### src/rtl/fight_pkg.sv
// Shared types and codes for the match controller and its action slots.
// Holds the FSM state enum, player action codes and match-winner codes.
package fight_pkg;

    typedef enum logic [2:0] {
        S_IDLE,
        S_ROUND_INIT,
        S_COLLECT,
        S_ISSUE,
        S_SETTLE,
        S_CHECK,
        S_PAUSE,
        S_DONE
    } state_t;

    localparam logic [2:0] ACT_IDLE    = 3'b000;
    localparam logic [2:0] ACT_LEFT    = 3'b001;
    localparam logic [2:0] ACT_RIGHT   = 3'b010;
    localparam logic [2:0] ACT_JUMP    = 3'b011;
    localparam logic [2:0] ACT_PUNCH   = 3'b100;
    localparam logic [2:0] ACT_KICK    = 3'b101;
    localparam logic [2:0] ACT_BLOCK   = 3'b110;
    localparam logic [2:0] ACT_SPECIAL = 3'b111;

    localparam logic [1:0] WIN_NONE = 2'b00;
    localparam logic [1:0] WIN_P1   = 2'b01;
    localparam logic [1:0] WIN_P2   = 2'b10;
    localparam logic [1:0] WIN_DRAW = 2'b11;

    function automatic logic [1:0] decode_winner(input logic [1:0] r1, input logic [1:0] r2);
        if (r1 > r2)      return WIN_P1;
        else if (r2 > r1) return WIN_P2;
        else              return WIN_DRAW;
    endfunction

endpackage

### src/rtl/action_slot.sv
// One-entry capture of a player's action for the current turn.
// Priority: clear, then handshake, then default load on timeout.
module action_slot
    import fight_pkg::*;
(
    input  logic       clk,
    input  logic       resetGame,
    input  logic       enable,
    input  logic       clear,
    input  logic       load_default,
    input  logic       valid,
    input  logic [2:0] act,
    output logic       ready,
    output logic       full,
    output logic [2:0] action
);

    // valid/ready: a transfer happens on a rising edge where both are high;
    // valid while ready is low is ignored, and ready never depends on valid.
    assign ready = enable && !full;

    always_ff @(posedge clk or negedge resetGame) begin
        if (!resetGame) begin
            full   <= 1'b0;
            action <= ACT_IDLE;
        end else if (clear) begin
            full   <= 1'b0;
            action <= ACT_IDLE;
        end else if (valid && ready) begin
            full   <= 1'b1;
            action <= act;
        end else if (load_default && !full) begin
            full   <= 1'b1;
            action <= ACT_IDLE;
        end
    end

endmodule

### src/rtl/match_controller.sv
// Best-of-N match sequencer around the fighting core: collects per-turn
// actions, strobes them into the core, scores rounds and resets the core.
module match_controller
    import fight_pkg::*;
#(
    parameter int ROUNDS_TO_WIN = 2,
    parameter int MAX_ROUNDS    = 5,
    parameter int TURN_TIMEOUT  = 15,
    parameter int PAUSE_CYCLES  = 4
) (
    input  logic       clk,
    input  logic       resetGame,
    input  logic       start,
    input  logic       valid1,
    input  logic       valid2,
    input  logic [2:0] act1,
    input  logic [2:0] act2,
    output logic       ready1,
    output logic       ready2,
    input  logic       firstWin,
    input  logic       secondWin,
    output logic [2:0] coreAction1,
    output logic [2:0] coreAction2,
    output logic       coreActionEnable,
    output logic       coreReset,
    output logic [1:0] rounds1,
    output logic [1:0] rounds2,
    output logic       matchDone,
    output logic [1:0] matchWinner
);

    state_t     state, next_state;
    logic [7:0] timer;
    logic [2:0] roundsPlayed;
    logic [1:0] rounds1_n, rounds2_n;
    logic [2:0] played_n;
    logic       clr_scores, score_we;
    logic       slot_en, slot_clear, timeout;
    logic       full1, full2;
    logic [2:0] slot_act1, slot_act2;
    logic [2:0] hold1, hold2;

    assign slot_en    = (state == S_COLLECT);
    assign timeout    = slot_en && (timer == 8'(TURN_TIMEOUT - 1));
    assign slot_clear = (next_state == S_COLLECT) && (state != S_COLLECT);

    action_slot u_slot1 (
        .clk(clk), .resetGame(resetGame), .enable(slot_en), .clear(slot_clear),
        .load_default(timeout), .valid(valid1), .act(act1),
        .ready(ready1), .full(full1), .action(slot_act1)
    );

    action_slot u_slot2 (
        .clk(clk), .resetGame(resetGame), .enable(slot_en), .clear(slot_clear),
        .load_default(timeout), .valid(valid2), .act(act2),
        .ready(ready2), .full(full2), .action(slot_act2)
    );

    always_ff @(posedge clk or negedge resetGame) begin
        if (!resetGame) state <= S_IDLE;
        else            state <= next_state;
    end

    always_comb begin
        next_state = state;
        clr_scores = 1'b0;
        score_we   = 1'b0;
        rounds1_n  = rounds1;
        rounds2_n  = rounds2;
        played_n   = roundsPlayed;
        if (firstWin && !secondWin && rounds1 != 2'(ROUNDS_TO_WIN))
            rounds1_n = rounds1 + 2'd1;
        if (secondWin && !firstWin && rounds2 != 2'(ROUNDS_TO_WIN))
            rounds2_n = rounds2 + 2'd1;
        if (roundsPlayed != 3'(MAX_ROUNDS))
            played_n = roundsPlayed + 3'd1;
        case (state)
            S_IDLE, S_DONE: begin
                if (start) begin
                    next_state = S_ROUND_INIT;
                    clr_scores = 1'b1;
                end
            end
            S_ROUND_INIT: next_state = S_COLLECT;
            S_COLLECT: begin
                // A same-edge handshake counts as filled; otherwise the timeout
                // makes the slots take ACT_IDLE on this edge.
                if (((full1 || (valid1 && ready1)) && (full2 || (valid2 && ready2))) || timeout)
                    next_state = S_ISSUE;
            end
            S_ISSUE:  next_state = S_SETTLE;
            S_SETTLE: next_state = S_CHECK;
            S_CHECK: begin
                if (firstWin || secondWin) begin
                    score_we = 1'b1;
                    if (rounds1_n == 2'(ROUNDS_TO_WIN) || rounds2_n == 2'(ROUNDS_TO_WIN) ||
                        played_n == 3'(MAX_ROUNDS))
                        next_state = S_DONE;
                    else
                        next_state = S_PAUSE;
                end else begin
                    next_state = S_COLLECT;
                end
            end
            S_PAUSE: begin
                if (timer == 8'(PAUSE_CYCLES - 1)) next_state = S_ROUND_INIT;
            end
            default: next_state = S_IDLE;
        endcase
    end

    // One timer serves both the turn timeout and the inter-round pause.
    always_ff @(posedge clk or negedge resetGame) begin
        if (!resetGame)
            timer <= 8'd0;
        else if (next_state != state)
            timer <= 8'd0;
        else if (state == S_COLLECT || state == S_PAUSE)
            timer <= timer + 8'd1;
    end

    always_ff @(posedge clk or negedge resetGame) begin
        if (!resetGame) begin
            rounds1      <= 2'd0;
            rounds2      <= 2'd0;
            roundsPlayed <= 3'd0;
        end else if (clr_scores) begin
            rounds1      <= 2'd0;
            rounds2      <= 2'd0;
            roundsPlayed <= 3'd0;
        end else if (score_we) begin
            rounds1      <= rounds1_n;
            rounds2      <= rounds2_n;
            roundsPlayed <= played_n;
        end
    end

    // The core keeps seeing the last issued actions until the next ISSUE.
    always_ff @(posedge clk or negedge resetGame) begin
        if (!resetGame) begin
            hold1 <= ACT_IDLE;
            hold2 <= ACT_IDLE;
        end else if (state == S_ISSUE) begin
            hold1 <= slot_act1;
            hold2 <= slot_act2;
        end
    end

    always_comb begin
        coreActionEnable = (state == S_ISSUE);
        coreAction1      = (state == S_ISSUE) ? slot_act1 : hold1;
        coreAction2      = (state == S_ISSUE) ? slot_act2 : hold2;
        coreReset        = !(state == S_IDLE || state == S_ROUND_INIT);
        matchDone        = (state == S_DONE);
        matchWinner      = WIN_NONE;
        if (state == S_DONE) matchWinner = decode_winner(rounds1, rounds2);
    end

endmodule
### config.mk
export PLATFORM = sky130hd
export DESIGN_NAME = match_controller
export DESIGN_NICKNAME = d
export VERILOG_FILES = /design/src/rtl/fight_pkg.sv /design/src/rtl/action_slot.sv /design/src/rtl/match_controller.sv
export SDC_FILE = /design/constraint.sdc
export NUM_CORES = 1
export LEC_CHECK = 0
export ABC_AREA = 1
export CORE_UTILIZATION = 52
export CTS_CLUSTER_SIZE = 25
export DETAILED_ROUTE_END_ITERATION = 8
export HOLD_SLACK_MARGIN = 0.06
export PLACE_DENSITY = 0.83
export SYNTH_ARGS = -nofsm -noshare
export SYNTH_HDL_FRONTEND = slang
export SYNTH_SLANG_ARGS = --single-unit
### constraint.sdc
create_clock -name clk -period 1.8 [get_ports clk]
set_input_delay 0.18 -clock clk [delete_from_list [all_inputs] [get_ports clk]]
set_output_delay 0.18 -clock clk [all_outputs]
set_load 0.005 [all_outputs]
Yosys cells after proc, flatten, opt, wreduce, memory -nomap -nowiden
Cells that the tools add are included.

storage, ports and cells
  bits in registers = 32
  latch bits = 0
  bits in writable memories = 0
  ROM bits = 0
  input bits = 13
  output and inout bits = 17
  word-level logic and storage cells = 105
  memories = 0

cells by class
  $add $sub $neg = 4
  $mul = 0
  divide/modulo/power cells = 0
  magnitude comparators = 2
  equality and inequality tests = 18
  shift-type cells = 0
  mux-type cells = 38
  bitwise operators = 0
  reduce and logical (&&, ||, !) cells = 32

operators by type and width
  operator                                              number
  2-to-1 mux 3 bit                                      15
  case mux 3 bit (7 select lines)                       1
  2-to-1 mux 2 bit                                      8
  2-to-1 mux 8 bit                                      2
  equality test 3 bit (second input constant)           5
  logical AND 1 bit                                     13
  2-to-1 mux 1 bit                                      12
  equality test 3 x 2 -> 1 bit (second input constant)  3
  adder 8 x 1 -> 8 bit (second input constant)          1
  equality test 8 x 2 -> 1 bit (second input constant)  1
  equality test 8 x 4 -> 1 bit (second input constant)  1
  logical OR 1 bit                                      8
  nonzero test 3 bit                                    2
  zero test 1 bit                                       5
  adder 2 x 1 -> 2 bit (second input constant)          2
  equality test 2 bit (second input constant)           2
  greater-than comparator 2 bit                         2
  != test 2 bit (second input constant)                 2
  nonzero test 2 bit                                    2
  adder 3 x 1 -> 3 bit (second input constant)          1
  equality test 3 x 1 -> 1 bit (second input constant)  1
  zero test 3 bit                                       1
  != test 3 x 2 -> 1 bit (second input constant)        1
  != test 3 bit                                         1
  other kinds (2)                                       2

Logic depth before layout (Yosys ltp)
  word-level depth = 13
  mapped depth = 13
  gate-level depth less buffers = 13

Cells and area by module
A second synthesis with hierarchy kept.

unflattened totals
  cells, all modules = 236
  area total of the unflattened synthesis = 1844.3 um2

modules (own cells, without submodules)
  module            times used  cells each  area each (um2)  sequential area each (um2)
  match_controller  1           194         1476.4           600.6
  action_slot       2           21          183.9            100.1

Worst setup path before layout
Ideal clock, no wire load.

  path kind = reg-to-reg
  from = register state[0]
  to = register timer[1]
  library setup time = 121 ps
  arrival time = 1356 ps
  required time = 1679 ps
  slack = 323 ps
  cell stages (with the launch flop) = 11
  buffers on the path = 0
  period minus slack after synthesis = 1477 ps
  path through = dfrtp_1 > inv_1 > nand2_1 > nor2_2 > nand3_1 > nand3_1 > nand3_1 > nand4_2 > nand2_2 > nand2_4 > nor2_1

on the way
  word-level cells in the longest chain between the ends = 10
  elaborated cells on any way between the ends = 26
  those cells by class = eq/ne: 8; mux: 5; reduce/logical: 13

ends and longest elaborated chain
  what                                                           line                                            source
  start, declared                                                match_controller.sv:32                          state_t state, next_state;
  start signal, assigned                                         match_controller.sv:61                          else state <= next_state;
  equality test 3 x 2 -> 1 bit                                   match_controller.sv:43, match_controller.sv:77
  logical AND 1 bit                                              action_slot.sv:20                               assign ready = enable && !full;
  logical AND 1 bit                                              match_controller.sv:88                          if (((full1 || (valid1 && ready1)) && (full2 || (valid2 && ready2))) || timeout)
  logical OR 1 bit                                               match_controller.sv:88
  logical AND 1 bit                                              match_controller.sv:88
  logical OR 1 bit                                               match_controller.sv:88
  2-to-1 mux 3 bit                                               match_controller.sv:88
  case mux 3 bit (7 select lines) (*)                            match_controller.sv:77                          case (state)
  via next_state[0]                                              match_controller.sv:32
  != test 3 bit (*)                                              match_controller.sv:116                         else if (next_state != state)
  2-to-1 mux 8 bit / nonzero test 2 bit (equally long branches)  --
  end signal, assigned                                           match_controller.sv:119                         timer <= timer + 8'd1;
  end, declared                                                  match_controller.sv:33                          logic [7:0] timer;

The timed path passes the listed nets; every way through them passes the cells marked *.
A chain may end at the register's enable or synchronous reset.

Worst setup path after layout
  from = register state[0]
  to = output port coreAction2[2]

on the way
  word-level cells in the longest chain between the ends = 2

ends and longest elaborated chain
  what                          line                     source
  equality test 3 x 2 -> 1 bit  match_controller.sv:152  coreAction2 = (state == S_ISSUE) ? slot_act2 : hold2;
  2-to-1 mux 3 bit              --
  end, declared                 match_controller.sv:23   output logic [2:0] coreAction2,

Every way passes these cells.

==> flow_summary.ini <==
[floorplanning]
die_w_um = 60.6
ios = 30
start_util_pct = 56.5
die_h_um = 60.6
core_mm2 = 0.00315
core.rowCount = 20
die-area_mm2 = 0.00367

[detailed_routing]
drt-total-wl_um = 4680
ant_nets = 0
first_pass_iters = 5
drt-vias-per-instance = 5.26
vias = 1773
drc = 0
drt_iter0_drc = 162
wl_per_cell_um = 13.9

[global_routing]
grt_pass1_vias = 1611
grt.met3_usage_pct = 8.10
grt_antenna_before_repair = 0
met2_usage_pct = 41.8
grt_usage_pct = 25.2
gr-total-overflow = 0
busiest_layer = met2
grt_max_degree = 33
gr-usage-met1_pct = 31.5
grt_pass1_wl_um = 6650

[sta]
tightest_slew_ps = 400
rsz0062_at_grt = true
setup_violations = 0
period_share_pct = 99.9
drv_slew = 0
setup_slack_ps = 1.10
setup_tns_ps = 0
fin_skew_ps = 15.2
max_freq_ghz = 0.556
final.min_clock_period_ps = 1800
hold_viol_final = 0
max-slew-margin-rel_pct = 73.3

[worst_setup_path]
critical_path_arrival_ps = 1620
critPathKind = register to primary output
worstPathRequired_ps = 1620
end_kind = primary output
path_max_fanout = 6
start_kind = register

[clocking]
cts_made_buffers = 5
path_clk_slew_ps = 110
htreeDepth = 2
cts_max_path_buffers = 2
cts_tree = built
clk_latency_ps = 340
clockRootBuffer = clkbuf_4
cts_sinks = 32

[placement]
finalWeightedCongestion = 0.876
dp_slack_ps = 35.7
portBuffers = 29
dp.final_hpwl_um = 2830

[synth]
synth-compound-area-share_pct = 7.65
ys_ff_latch = 32
syn_nets = 251
synth_most_common_cell = nand2_1
yosysSeqAreaShare_pct = 44.9
ys_top_cells_by_count = 65 x nand2_1, 32 x dfrtp_1, 31 x inv_1
synth-edff-count = 0
synth.top_cells.by_area = dfrtp_1 45%, nand2_1 14%, inv_1 6.5%, nand3_1 5.9%, ha_1 5.6%
netlist_instances = 230
yosys.area_share.simple_pct = 31.0
synthXorXnorAreaFrac_pct = 3.44
muxShareOfSynthArea_pct = 0
synth_top_family_by_area = simple AND/OR/NAND/NOR gates
async_flop_share_pct = 100
syn_area_per_cell_um2 = 7.75
synth_warnings = 0
netlist_area_mm2 = 0.00178
synth_adder_area_share_pct = 5.61
yosysTopAreaCell = dfrtp_1
yosysUniqueCellTypes = 25
synth-main-ff-cell = dfrtp_1
synth.top_cell.area_share_pct = 44.9

[power]
p_per_area_mw_per_mm2 = 1580
ir_drop_uv = 877
power_leakage_nw = 1.32

[final_layout]
fin_nets = 313
seqCellArea_um2 = 803
multiInputGateArea_mm2 = 0.00100
nFillCells = 197
drive_gt1_share_pct = 29.0
diodes = 0
area_growth_pct = 43.2
fin_util_pct = 81.0

[status]
outcome = completed

[min_path]
hold_path_class = input pin to asynchronous set/reset pin

[flow_run]
cap_violations = 0
-- final timing paths --
check,start,endpoint,slack [ps],cells past startpoint
max in group asynchronous,resetGame,rounds1[0]$_DFFE_PN0P_,1260,2
min,resetGame,hold1[2]$_DFF_PN0_,220,2
min in group clk,act1[2],u_slot1.action[2]$_DFFE_PN0P_,370,3
max reg2reg,state[0]$_DFF_PN0_,timer[1]$_DFFE_PN0P_,30,12
min reg2reg,hold1[2]$_DFF_PN0_,hold1[2]$_DFF_PN0_,500,2
max,state[0]$_DFF_PN0_,coreAction2[2],1,8
-- cell type report --
class / instances / share of cell area [%]
Multi-Input combinational cell: 163 / 39.2
Clock buffer: 6 / 1.62
Inverter: 35 / 5.44
Sequential cell: 32 / 31.5
Clock inverter: 2 / 1.37
Tap cell: 44 / 2.16
Timing Repair Buffer: 55 / 18.7
-- critical path, cell delays in order, from the launching register on --
cell and delay, ps:
dfrtp_1 440, nand2_2 130, nor2_4 190, buf_6 140, inv_6 40, buf_6 110, nand2_4 50, nand2_2 50
buf_2 130
-- timing repair --
action | in CTS | in global routing
buffers inserted | 11 | 8
setup endpoints to repair | 12 | 25
gates resized for setup | 35 | 50
hold buffers | 0 | 0
pin swaps | 4 | 20
-- metal layers --
layer,wire [um],vias to the layer above
li1,-,865
met1,1930,841
met2,2380,54
met3,266,13
met4,93,0
met5,0,-
-- where the power goes --
part / internal (W) / switching [W] / leakage [nW]
combinational: 0.00104 / 0.00130 / 0.857
clock: 0.000291 / 0.000250 / 0.0422
sequential: 0.000947 / 0.000201 / 0.424
-- state kept, by name, summed over array words and instances, names as in the netlist --
signal and cells:
hold1 3, hold2 3, rounds1 2, rounds2 2, roundsPlayed 3, state 3, timer 8, u_slot1.action 3
u_slot1.full 1, u_slot2.action 3, u_slot2.full 1
-- logic make-up after synthesis --
logic type                 Yosys count
and+or+nand+nor                    123
buffers and inverters               35
DFF                                 32
AOI/OAI and AO/OA                   25
adders and majority gates            8
xor gates and xnor gates             7
-- through the flow --
step	cell area [um^2]	std cells	power, W	hold slack (ps)
floorplan	1780	230	0.00218	-116
global placement	2180	310	0.00282	454
detailed placement	2180	310	0.00287	457
CTS	2350	329	0.00352	238
global route	2550	337	0.00437	246
finish	2550	337	0.00403	221
-- cell usage in the layout, fill, tap and decap left out, drive strengths merged --
cell type       n
o21ai          14
ha              8
clkbuf          9
a21oi           7
nand3          22
clkdlybuf4s15   1
bufinv          1
xor2            7
clkinv          1
o21bai          1
buf            30
nand4           7
nand2          67
nor3            2
dlygate4sd2     4
a31oi           1
nor2           25
dfrtp          32
clkdlybuf4s50  17
o22ai           1
inv            35
o211ai          1
Power figures use the tool's default switching activity.
